<file path="config.mk">
export PLATFORM = sky130hd
export DESIGN_NAME = uart_cmd_fetch
export DESIGN_NICKNAME = d
export VERILOG_FILES = /design/src/rtl/uart_cmd_fetch.sv
export SDC_FILE = /design/constraint.sdc
export NUM_CORES = 1
export LEC_CHECK = 0
export CAP_MARGIN = 10
export CORE_MARGIN = 2
export CORE_UTILIZATION = 49
export CTS_BUF_LIST = sky130_fd_sc_hd__clkbuf_4 sky130_fd_sc_hd__clkbuf_8 sky130_fd_sc_hd__clkbuf_16
export CTS_CLUSTER_SIZE = 16
export DETAILED_ROUTE_END_ITERATION = 8
export PLACE_DENSITY = 0.77
export SYNTH_ARGS = -nofsm -noshare
export SYNTH_HDL_FRONTEND = slang
export SYNTH_SLANG_ARGS = --single-unit
</file>
<file path="constraint.sdc">
create_clock -name iClk -period 2.28 [get_ports iClk]
set_input_delay 0.456 -clock iClk [delete_from_list [all_inputs] [get_ports iClk]]
set_output_delay 0.456 -clock iClk [all_outputs]
set_load 0.03 [all_outputs]
</file>
<file path="src/rtl/uart_cmd_fetch.sv">
// uart_cmd_fetch: pops RX FIFO bytes, filters them against the command set and issues one-cycle pulses on oAscii.
// Optional build macro CMD_ECHO_EN echoes every issued command into the TX FIFO (skipped when iTx_Full).
module uart_cmd_fetch #(
  parameter int GAP_CYCLES = 2,
  parameter bit CASE_FOLD  = 1'b1,
  parameter int DROP_W     = 8
) (
  input  logic              iClk,
  input  logic              iRst_n,
  input  logic              iRx_Empty,
  input  logic [7:0]        iRx_Data,
  output logic              oRx_Pop,
  output logic [7:0]        oAscii,
  output logic              oCmd_Valid,
  output logic [DROP_W-1:0] oDrop_Cnt,
  input  logic              iTx_Full,
  output logic              oTx_Push,
  output logic [7:0]        oTx_Data
);
  typedef enum logic [2:0] {IDLE, POP, WAIT, CHECK, ISSUE, GAP} state_t;
  localparam logic [3:0] GAP_LAST = 4'(GAP_CYCLES - 1);
  state_t            r_state, w_next;
  logic [7:0]        r_byte, r_ascii, w_fold, w_cbyte;
  logic              r_valid, w_is_cmd, w_is_ws;
  logic [DROP_W-1:0] r_drop;
  logic [3:0]        r_gap;
  always_comb begin
    w_fold   = (r_byte >= 8'h61 && r_byte <= 8'h7A) ? r_byte - 8'h20 : r_byte;
    w_cbyte  = CASE_FOLD ? w_fold : r_byte;
    w_is_cmd = w_cbyte inside {8'h43, 8'h57, 8'h54, 8'h55, 8'h44, 8'h4C, 8'h52, 8'h4D, 8'h53, 8'h58};
    w_is_ws  = w_cbyte inside {8'h0D, 8'h0A, 8'h20};
  end
  always_comb begin
    w_next = r_state;
    case (r_state)
      IDLE:    w_next = iRx_Empty ? IDLE : POP;
      POP:     w_next = WAIT;
      WAIT:    w_next = CHECK;
      CHECK:   w_next = w_is_cmd ? ISSUE : IDLE;
      ISSUE:   w_next = (GAP_CYCLES == 0) ? IDLE : GAP;
      GAP:     w_next = (r_gap == GAP_LAST) ? IDLE : GAP;
      default: w_next = IDLE;
    endcase
  end
  // oAscii/oCmd_Valid are loaded on the CHECK->ISSUE edge so they are registered during ISSUE only
  always_ff @(posedge iClk or negedge iRst_n) begin
    if (!iRst_n) begin
      r_state <= IDLE;
      r_byte  <= 8'h00;
      r_ascii <= 8'h00;
      r_valid <= 1'b0;
      r_drop  <= '0;
      r_gap   <= 4'd0;
    end else begin
      r_state <= w_next;
      if (r_state == WAIT) r_byte <= iRx_Data;
      r_ascii <= (r_state == CHECK && w_is_cmd) ? w_cbyte : 8'h00;
      r_valid <= r_state == CHECK && w_is_cmd;
      r_gap   <= (r_state == GAP) ? r_gap + 4'd1 : 4'd0;
      if (r_state == CHECK && !w_is_cmd && !w_is_ws && r_drop != '1) r_drop <= r_drop + 1'b1;
    end
  end
  assign oRx_Pop    = r_state == POP;
  assign oAscii     = r_ascii;
  assign oCmd_Valid = r_valid;
  assign oDrop_Cnt  = r_drop;
`ifdef CMD_ECHO_EN
  assign oTx_Push = r_state == ISSUE && !iTx_Full;
  assign oTx_Data = oTx_Push ? r_ascii : 8'h00;
`else
  logic w_unused;
  assign w_unused = iTx_Full;
  assign oTx_Push = 1'b0;
  assign oTx_Data = 8'h00;
`endif
endmodule

</file>
==> metrics.md <==
| Metric | Value |
|---|---|
| Status | finished clean |
| Overall routed net length | 2919 um |
| Worst-path clk slew | 0.10 ns |
| DP Wirelength | 2146 um |
| Area Overhead vs Synth | 24.05% |
| CP max FO | 6 |
| RR Endpoint | oDrop_Cnt[4] |
| Grt met3 use | 0.06513 |
| Max Cap Viol | 0 |
| Post-synth ARST share | 1.000 |
| Port-buffer cells | 28 |
| Worst Min Path Start | oDrop_Cnt[6] |
| Post-synth top area share | 0.4950 |
| Reg2Reg Depth | 9 |
| Clk sinks | 32 |
| Placeable Area | 0.003103 mm^2 |
| GRT met2 Usage | 0.2872 |
| Worst Path Arrival | 2.39 ns |
| # rows | 20 |
| Largest net degree at the start of global routing | 33 |
| Hold buffers post-CTS | 0 |
| CTS tree | built |
| Synth area leaders | dfrtp_1, buf_4, mux2_2 |
| Register area share after synthesis | 0.4950 |
| Die area | 0.003777 mm^2 |
| Filler cell count | 267 |
| Vias | 1161 |
| Achievable Freq | 0.4699 GHz |
| Max-slew violations | 0 |
| Fin crit period | 2.128 ns |
| Dominant cell type by area after synthesis | dfrtp_1 |
| # diodes | 0 |
| Ys Warns | 0 |
| Final ANT Viol Nets | 0 |
| Reg-to-reg slack, setup | 0.15 ns |
| TritonCTS Buffers | 5 |
| CP Cell Sequence | inv_1, ha_1, nand2_1, o221ai_2, o2111ai_2, a221oi_4, buf_4, nor3b_1, xor2_1 |
| Count leader, synth | dfrtp_1 |
| Die Width | 61.46 um |
| DRC | 0 |
| Mean Syn Cell Area | 11.16 um^2 |
| Syn Inst Count | 145 |
| Number of vias per cell | 5.137 |
| CTS root buf | clkbuf_4 |
| RSZ-0062 raised after global routing | false |
| Slowest CP cell | dfrtp_1 |
| Critical R2R Launch | r_byte[5] |
| Worst VDD drop | 0.7824 mV |
| Finished Core Util | 0.6468 |
| Power after layout | 0.002433 W |
| Yosys reg bits | 32 |
| Share of cells above drive strength 1 | 0.1538 |
| Pre-CTS setup slack | 0.1335 ns |
| Netlist Area Pre-Place | 0.001618 mm^2 |
| Die height | 61.46 um |
| Total track usage | 0.1740 |
| Clk Latency, worst-skew pair | 0.33 ns |
| Post-layout nets | 197 |
| PnR worst setup slack | 0.1520 ns |
| Worst Clk Skew | 0.009355 ns |
| Starting DRT DRC Count | 15 |
| First-pass GRT wire length | 4664 um |
| Met1 global-route usage | 0.1963 |
| Leakage power | 0.8940 nW |
| Crit path capture | oDrop_Cnt[4] |
| Worst hold path class | register to register |
| H-tree Lvls | 2 |
| Final worst-path cycle share | 0.9333 |
| Initial antenna violation count | 0 |
| Hold Vio Cnt, Final | 0 |
| Starting density of the core | 0.5214 |
| Largest stage delay on the critical path | 0.44 ns |
| Vias in the first global route | 1049 |
| Crit. Startpoint | r_byte[5] |
| Setup violations, final | 0 |
| Worst Setup End Kind | register |
| Worst EP required | 2.54 ns |
| Drt pass-1 iters | 4 |
| Synth unique cells | 43 |
| GR peak layer | met2 |
| Max Root-Sink Buffers | 2 |
| Top Ports | 39 |
| EDFF count, synth | 0 |
| Top FF cell, synth | dfrtp_1 |
| Routed len/inst | 12.92 um |
| RePlAce Congestion | 0.7668 |
| Startpoint types | register |
| WS Path Type | register to register |
| Pwr dens | 1212 mW/mm^2 |
| Setup TNS | 0 ns |
| Grt ovf | 0 |
| Post-synth top cells | dfrtp_1, buf_4, nor2_1, nand2b_1, nand2_1 |
where the power goes:
part | switching [W] | internal [W] | leakage, nW | total, W
Clock | 0.000196 | 0.000228 | 0.0412 | 0.000425
Combinational | 0.000548 | 0.000518 | 0.440 | 0.00107
Sequential | 0.000228 | 0.000713 | 0.413 | 0.000941
Total | 0.000973 | 0.00146 | 0.894 | 0.00243
critical path: cells and delay by family (launching register included):
family,cells,cell delay [ns]
and+or+nand+nor,2,0.38
buffers and inverters,2,0.29
DFF,1,0.44
xor gates and xnor gates,1,0.18
adders and majority gates,1,0.33
AOI/OAI and AO/OA,3,0.43
placed cells by master, fill, tap and decap left out, types with 2 or more instances in the layout:
cell type | synthesis | layout
dfrtp_1 | 32 | 32
clkdlybuf4s50_1 | 0 | 27
conb_1 | 1 | 11
nor2_1 | 9 | 9
nand2b_1 | 8 | 8
nand2_1 | 7 | 7
mux2_2 | 6 | 6
and2_1 | 5 | 5
xor2_1 | 5 | 5
clkbuf_4 | 0 | 5
xnor2_1 | 4 | 4
a21oi_1 | 4 | 4
o21ai_0 | 4 | 4
nor3b_1 | 4 | 4
nand3_1 | 4 | 4
ha_1 | 4 | 4
buf_4 | 9 | 4
inv_1 | 3 | 3
nor2b_1 | 3 | 3
nor3_1 | 3 | 3
or2_2 | 2 | 2
nand3b_1 | 2 | 2
and3_1 | 2 | 2
nand4b_1 | 2 | 2
cell type report:
class | count | area (um^2) | area share
inverters | 3 | 11.26 | 0.005611
multi-input cells | 107 | 750.7 | 0.3741
repair buffers | 32 | 309.0 | 0.1540
clock inverters | 3 | 42.54 | 0.02120
flip-flops and latches | 32 | 800.8 | 0.3990
well taps | 44 | 55.05 | 0.02743
clock buffers | 5 | 37.54 | 0.01870
registers in the layout (all words and copies together) (netlist names):
signal,count
oAscii,8
r_byte,8
oCmd_Valid,1
r_gap,4
r_state,3
oDrop_Cnt,8
through the flow:
stage | cells | hold slack, ns | cell area (um^2)
2_1_floorplan | 155 | 0.1604 | 1655
3_3_place_gp | 216 | 0.4704 | 1913
3_5_place_dp | 216 | 0.4776 | 1913
4_1_cts | 224 | 0.5001 | 1992
5_1_grt | 226 | 0.5089 | 2007
6_report | 226 | 0.5038 | 2007
worst min-delay path by stage:
stage	slack [ns]	cells past startpoint	endpoint
after floorplan	0.16	0	oAscii[0]
after global placement	0.47	1	r_gap[0]
after detailed placement	0.48	1	oDrop_Cnt[6]
after CTS	0.50	1	oDrop_Cnt[6]
after global routing	0.51	1	oDrop_Cnt[6]
final	0.50	1	oDrop_Cnt[6]
what timing repair did:
item,4_1_cts,5_1_grt
setup buffers,0,2
pin swaps,0,1
resized for setup,1,0
endpoints found under the setup margin,1,1
cells by family after synthesis:
logic type,after synthesis,synth area share
and+or+nand+nor,57,0.2080
buffers and inverters,16,0.06419
other,1,0.002318
DFF,32,0.4950
muxes,7,0.05104
AOI/OAI and AO/OA,19,0.09978
xor gates and xnor gates,9,0.04872
adders and majority gates,4,0.03094
layer usage:
layer | vias up | wire (um)
li1 | 553 | -
met1 | 551 | 1170
met2 | 47 | 1486
met3 | 10 | 178
met4 | 0 | 83
met5 | - | 0
Note: power is estimated with default switching activity, not from simulation.
